--- src/rtl/sort_pkg.sv ---
// Shared widths, frame size and state encoding for the sorted-word output stage.
// Pure definitions; no logic, no latency.
// Backpressure is not applicable here; see output_part.
package sort_pkg;

  localparam int WORD_W    = 4;
  localparam int NUM_WORDS = 4;

  typedef enum logic [1:0] {
    IDLE = 2'd0,
    SEND = 2'd1,
    GAP  = 2'd2
  } state_t;

  // One-hot slot select for a 2-bit word index
  function automatic logic [NUM_WORDS-1:0] slot_onehot(input logic [1:0] idx);
    slot_onehot = NUM_WORDS'(1) << idx;
  endfunction

endpackage

--- src/rtl/output_part.sv ---
// Serialises a captured 4-word frame onto a valid/ready port with GAP idle cycles between words.
// Latency: first word valid the cycle after sort_done is sampled; all outputs registered.
// Backpressure: a presented word holds indefinitely while out_ready is low; starts while busy are dropped and flagged.
module output_part
  import sort_pkg::*;
#(
  parameter int unsigned GAP = 1
) (
  input  logic              clk,
  input  logic              rst_n,
  input  logic [WORD_W-1:0] sorted_num0,
  input  logic [WORD_W-1:0] sorted_num1,
  input  logic [WORD_W-1:0] sorted_num2,
  input  logic [WORD_W-1:0] sorted_num3,
  input  logic              sort_done,
  input  logic              out_ready,
  output logic [NUM_WORDS-1:0] out_sel,
  output logic [WORD_W-1:0] out_data,
  output logic              out_valid,
  output logic              busy,
  output logic              done,
  output logic              overrun
);

  // Gap counter is 4 bits wide, so GAP is limited to 0..15
  localparam logic [3:0] GAP_CNT  = 4'(GAP);
  localparam logic [1:0] LAST_IDX = 2'(NUM_WORDS - 1);

  state_t                               state_q;
  logic [1:0]                           idx_q;
  logic [1:0]                           idx_inc;
  logic [3:0]                           gap_cnt_q;
  logic [NUM_WORDS-1:0][WORD_W-1:0]     buf_q;
  logic [NUM_WORDS-1:0]                 sel_q;
  logic [WORD_W-1:0]                    data_q;
  logic                                 valid_q;
  logic                                 busy_q;
  logic                                 done_q;
  logic                                 overrun_q;

  assign idx_inc = idx_q + 2'd1;

  // Frame FSM: capture, word index, gap counter and every registered output
  always_ff @(posedge clk or negedge rst_n) begin
    if (!rst_n) begin
      state_q   <= IDLE;
      idx_q     <= 2'd0;
      gap_cnt_q <= 4'd0;
      buf_q     <= '0;
      sel_q     <= '0;
      data_q    <= '0;
      valid_q   <= 1'b0;
      busy_q    <= 1'b0;
      done_q    <= 1'b0;
      overrun_q <= 1'b0;
    end else begin
      done_q <= 1'b0;
      // A start while a frame is in flight is dropped; remember that it happened
      if (sort_done && (state_q != IDLE)) begin
        overrun_q <= 1'b1;
      end
      case (state_q)
        IDLE: begin
          if (sort_done) begin
            buf_q[0] <= sorted_num0;
            buf_q[1] <= sorted_num1;
            buf_q[2] <= sorted_num2;
            buf_q[3] <= sorted_num3;
            idx_q    <= 2'd0;
            state_q  <= SEND;
            // Present word 0 straight from the inputs so it is valid next cycle
            valid_q  <= 1'b1;
            sel_q    <= slot_onehot(2'd0);
            data_q   <= sorted_num0;
            busy_q   <= 1'b1;
          end
        end
        SEND: begin
          if (out_ready) begin
            if (idx_q == LAST_IDX) begin
              state_q <= IDLE;
              valid_q <= 1'b0;
              sel_q   <= '0;
              data_q  <= '0;
              busy_q  <= 1'b0;
              done_q  <= 1'b1;
            end else begin
              idx_q <= idx_inc;
              if (GAP == 0) begin
                sel_q  <= slot_onehot(idx_inc);
                data_q <= buf_q[idx_inc];
              end else begin
                state_q   <= sort_pkg::GAP;
                gap_cnt_q <= GAP_CNT;
                valid_q   <= 1'b0;
                sel_q     <= '0;
                data_q    <= '0;
              end
            end
          end
        end
        sort_pkg::GAP: begin
          // Counter entered at GAP and leaves on 1, giving GAP idle cycles
          if (gap_cnt_q <= 4'd1) begin
            state_q   <= SEND;
            gap_cnt_q <= 4'd0;
            valid_q   <= 1'b1;
            sel_q     <= slot_onehot(idx_q);
            data_q    <= buf_q[idx_q];
          end else begin
            gap_cnt_q <= gap_cnt_q - 4'd1;
          end
        end
        default: begin
          state_q <= IDLE;
          valid_q <= 1'b0;
          sel_q   <= '0;
          data_q  <= '0;
          busy_q  <= 1'b0;
        end
      endcase
    end
  end

  assign out_sel   = sel_q;
  assign out_data  = data_q;
  assign out_valid = valid_q;
  assign busy      = busy_q;
  assign done      = done_q;
  assign overrun   = overrun_q;

endmodule

--- config.mk ---
export PLATFORM = sky130hd
export DESIGN_NAME = output_part
export DESIGN_NICKNAME = d
export VERILOG_FILES = /design/src/rtl/sort_pkg.sv /design/src/rtl/output_part.sv
export SDC_FILE = /design/constraint.sdc
export NUM_CORES = 1
export LEC_CHECK = 0
export CORE_ASPECT_RATIO = 0.8
export CORE_MARGIN = 4
export CORE_UTILIZATION = 25
export CTS_CLUSTER_DIAMETER = 150
export DETAILED_ROUTE_END_ITERATION = 8
export PLACE_DENSITY = 0.52
export SLEW_MARGIN = 15
export SYNTH_ARGS = -nofsm -noshare
export SYNTH_HDL_FRONTEND = slang
export SYNTH_SLANG_ARGS = --single-unit
--- constraint.sdc ---
create_clock -name clk -period 1.8 [get_ports clk]
set_clock_uncertainty 0.15 [all_clocks]
set_input_delay 0.36 -clock clk [delete_from_list [all_inputs] [get_ports clk]]
set_output_delay 0.36 -clock clk [all_outputs]
set_load 0.05 [all_outputs]
**Word level (Yosys, flattened, before mapping)**

Cells that the tools add are included.

- Register bits: 36
- Input port bits: 20
- Output and inout port bits: 12
- Word-level logic and storage cells: 69

- Add/subtract/negate cells: 2
- Magnitude comparators: 2
- Equality and inequality tests: 8
- Shift-type cells: 1
- Muxes and demuxes: 32
- Bitwise gates (word level): 1
- Reductions and logical operators: 10

Operators by type and width:

| operator | number |
|---|---|
| $mux W4 | 9 |
| $pmux W4 S3 | 2 |
| $mux W2 | 7 |
| $ne A2 B2 Y1 const B | 5 |
| $bmux W4 S2 | 1 |
| $mux W1 | 8 |
| $pmux W4 S2 | 1 |
| $reduce_and A4 Y1 | 2 |
| $pmux W1 S3 | 2 |
| $pmux W2 S3 | 1 |
| $reduce_and A3 Y1 | 2 |
| $reduce_bool A2 Y1 | 3 |
| $eq A2 B2 Y1 const B | 2 |
| $le A4 B1 Y1 const B | 1 |
| $pmux W2 S2 | 1 |
| $shl A1 B2 Y4 const A | 1 |
| $sub A4 B1 Y4 const B | 1 |
| $lt A2 B3 Y1 const B | 1 |
| $add A2 B1 Y2 const B | 1 |
| $eq A2 B1 Y1 const B | 1 |
| $logic_not A2 Y1 | 1 |
| $reduce_and A2 Y1 | 1 |
| $logic_and A1 B1 Y1 | 1 |
| $not A1 Y1 | 1 |

**Logic depth before layout (Yosys ltp)**

Gate-level depths: netlist of run 1.

- Word-level depth: 4
- Mapped depth: 6
- Gate-level depth less buffers: 5

**Worst setup path after synthesis of run 1**

Ideal clock, no wire load.

- Path kind: register to register
- From: register gap_cnt_q[0]
- To: register valid_q, in the netlist out_valid
- Library setup time: 125 ps
- Arrival time: 1315 ps
- Required time: 1525 ps
- Setup slack: 210 ps
- Stages on the path, launching flop included: 6
- Buffers on the path: 0
- Clock period less this slack: 1590 ps
- Cells stage by stage: dfrtp_1 > inv_1 > ha_1 > o21ai_2 > a21oi_4 > mux2_4

- Word-level cells in the longest chain between the ends: 3

RTL lines:

| what | RTL line | text |
|---|---|---|
| start, declared | output_part.sv:32 | `logic [3:0] gap_cnt_q;` |
| start signal, assigned | output_part.sv:111 | `gap_cnt_q <= gap_cnt_q - 4'd1;` |
| $le A4 B1 Y1 | output_part.sv:104 | `if (gap_cnt_q <= 4'd1) begin` |
| $ne A2 B2 Y1 (no source line) | n/a |  |
| $reduce_and A3 Y1 (no source line) | n/a |  |
| end signal, assigned | output_part.sv:95 | `valid_q <= 1'b0;` |
| end signal, assigned | output_part.sv:107 | `valid_q <= 1'b1;` |
| end signal, assigned | output_part.sv:116 | `valid_q <= 1'b0;` |
| end, declared | output_part.sv:36 | `logic valid_q;` |

No other way between the ends.
A chain may end at the register's enable or synchronous reset.

**Final worst setup path of run 1**

Same ends and word-level chain as after synthesis.

==> impl_metrics.json, run 1 <==
{
  "fin_crit_ns": 1.68,
  "grt_max_degree": 21,
  "hold_viol_final": 0,
  "wl_per_cell_um": 13.0,
  "crit_type": "flop to flop",
  "num_antenna_cells": 0,
  "cts-htree-levels": 2,
  "ys_seq_elements": 36,
  "nets": 268,
  "synth_area_per_cell_sq_um": 9.61,
  "drtPass1Iterations": 4,
  "powerDensity_mw_per_mm2": 1820,
  "finalCritPeriodShare": 0.931,
  "syn-cell-area_sq_mm": 0.00179,
  "initial_utilization": 0.258,
  "antenna_left": 0,
  "rsz0062_at_grt": "no",
  "combPwrFrac": 0.521,
  "ys_seq_area_frac": 0.504,
  "grt_pass1_wl_mm": 7.38,
  "synth_cells": 186,
  "port_buffers": 31,
  "worst-path-max-fanout": 5,
  "die-height_um": 83.6,
  "drt_iter0_markers": 64,
  "gp_congestion": 0.831,
  "utilization": 0.364,
  "min_path_type": "flop to flop",
  "report.final.slew_viol_count": 0,
  "grt_usage": 0.109,
  "dieArea_sq_mm": 0.00857,
  "ys_async_sr_fraction": 1.00,
  "wirelength_mm": 4.30,
  "irDropWorstVdd_uv": 1020,
  "num_vias": 1468,
  "crit_required_ns": 1.83,
  "multi_input_area_sq_um": 813,
  "p_sw_mw": 1.89,
  "path_clk_slew_ns": 0.08,
  "pre_cts_slack_ns": -0.175,
  "synth_edf_count": 0,
  "ys.flop_type": "dfrtp_1",
  "ctsRootBufferMaster": "clkbuf_8",
  "p_clk_frac": 0.158,
  "design.core.area_sq_mm": 0.00693,
  "yosys_warnings": 0,
  "vias_per_cell": 4.45,
  "ioPinCount": 32,
  "grt_pass1_vias": 1507,
  "instances_no_fill": 330,
  "seqPwrFrac": 0.321,
  "status": "finished clean",
  "slew_headroom": 0.667,
  "p_int_mw": 2.70,
  "insertion_delay_ns": 0.29,
  "cts_buffer_depth": 2,
  "antenna_found_initial": 0,
  "cts_tree": "done",
  "cts.sinks": 36,
  "grt.overflow.total": 0,
  "netlist-cell-type-count": 36,
  "p_sw_frac": 0.412,
  "drv_cap": 0,
  "cts_setup_buffers": 0,
  "dp_cells": 321,
  "register_area_sq_um": 902,
  "die_w_um": 103,
  "dp_hpwl_mm": 3.28,
  "drive_gt1_frac": 0.239,
  "cp-start-kind": "flop",
  "syn_nets": 212,
  "worst_slew_pin_slew_ns": 0.499,
  "setup_violations": 0,
  "cts_buffers": 5,
  "fp-row-count": 27,
  "n_fill_cell": 718,
  "final.setup.worst_slack_ns": 0.125,
  "fmax_mhz": 597,
  "area_growth_pct": 41.2,
  "drc": 0,
  "endpoint_kind": "flop",
  "cp.arrival_ns": 1.70,
  "p_leak_nw": 1.17
}
-- kinds of logic after synthesis --
group                      after synthesis  share of synthesized area
DFF                                     36                      0.504
adders and majority gates                6                     0.0420
buffers and inverters                   16                     0.0413
AOI/OAI and AO/OA                       37                      0.130
muxes                                    6                     0.0644
and+or+nand+nor                         84                      0.213
xor gates and xnor gates                 1                    0.00490
-- Yosys cell counts, drive strengths merged, types with 2 or more instances --
| library cell | n | area, sq um |
|---|---|---|
| a21oi | 11 | 66.3 |
| a32oi | 3 | 26.3 |
| and2 | 3 | 21.3 |
| buf | 6 | 36.3 |
| dfrtp | 36 | 901 |
| ha | 6 | 75.1 |
| inv | 9 | 33.8 |
| mux4 | 4 | 90.1 |
| nand2 | 58 | 218 |
| nand2b | 2 | 12.5 |
| nand4 | 3 | 18.8 |
| nor2 | 10 | 40.0 |
| nor2b | 2 | 12.5 |
| nor3 | 3 | 26.3 |
| o21ai | 15 | 78.8 |
| o22ai | 2 | 12.5 |
-- flip-flops by register name (all words and copies together) (netlist names) --
name	count
buf_q	16
busy	1
done	1
gap_cnt_q	4
idx_q	2
out_data	4
out_sel	4
out_valid	1
overrun	1
state_q	2
-- placed cells by master (no fill, tap or decap), types with 2 or more instances in the layout --
master,instances
buf_12,7
a32oi_1,3
inv_1,9
ha_1,6
o22ai_1,2
mux4_2,4
nor2_1,9
clkbuf_8,5
clkdlybuf4s50_1,18
nand4_1,3
and2_1,2
buf_4,29
nor2b_1,2
o21ai_1,7
nand2b_1,2
nand2_1,58
a21oi_1,10
dfrtp_1,35
nor3_1,2
o21ai_0,7
-- metrics by stage --
step | setup TNS [ns] | hold slack, ns | total power [mW] | cell area (sq um)
global placement | -1.22 | 0.203 | 3.88 | 2400
finish | 0 | 0.320 | 4.58 | 2520
global route | 0 | 0.353 | 4.97 | 2520
floorplan | 0 | -0.0856 | 2.89 | 1790
detailed placement | -1.38 | 0.204 | 3.90 | 2400
CTS | 0 | 0.326 | 4.64 | 2520
-- worst max-delay path: stages (launching register included) --
cell,delay [ns]
dfrtp_1,0.38
inv_1,0.08
ha_1,0.25
o21ai_2,0.30
a21oi_4,0.10
mux2_4,0.30
-- final cells by class --
cell class | count | share of cell area
tap | 87 | 0.0432
multi-input combinational | 134 | 0.322
timing repair buffer | 56 | 0.219
clock buffer | 5 | 0.0273
sequential | 36 | 0.358
clock inverter | 3 | 0.0169
inverter | 9 | 0.0134
-- power groups by stage --
stage / logic [mW] / clock network [mW] / registers [mW]
finish: 2.39 / 0.726 / 1.47
global route: 2.66 / 0.785 / 1.53
CTS: 2.42 / 0.743 / 1.48
detailed placement: 2.41 / 0 / 1.48
global placement: 2.39 / 0 / 1.49
floorplan: 1.28 / 0 / 1.61
-- worst paths after layout --
path                                          startpoint                       end  slack (ns)  cells past startpoint
worst max-delay path            gap_cnt_q[0]$_DFFE_PN0P_     out_valid$_DFFE_PN0P_        0.12                      5
min in group asynchronous                          rst_n  gap_cnt_q[1]$_DFFE_PN0P_        0.44                      2
worst max register to register  gap_cnt_q[0]$_DFFE_PN0P_     out_valid$_DFFE_PN0P_        0.12                      5
worst min register to register     buf_q[11]$_DFFE_PN0P_     buf_q[11]$_DFFE_PN0P_        0.32                      2
max in group asynchronous                          rst_n      buf_q[9]$_DFFE_PN0P_        0.55                      3
worst min-delay path               buf_q[11]$_DFFE_PN0P_     buf_q[11]$_DFFE_PN0P_        0.32                      2
-- per-layer routing --
metal  up-vias  global-route usage  wire, um
li1        742                   -         -
met1       696               0.165      2180
met2        23               0.151      1880
met3         7              0.0301       196
met4         0              0.0286        48
met5         -                   0         0
-- what timing repair did --
| item | 4_1_cts | 5_1_grt |
|---|---|---|
| endpoints found under the setup margin | 0 | 2 |
| hold endpoints to repair | 18 | 0 |
| hold buffers | 1 | 0 |
| resized for setup | 0 | 2 |
Power figures use the tool's default switching activity.
==> inputs of run 2 (changes only) <==
- SLEW_MARGIN: 15 -> not set
==> results of run 2 <==
No change in the layout: final DEF, timing and power equal those of run 1.
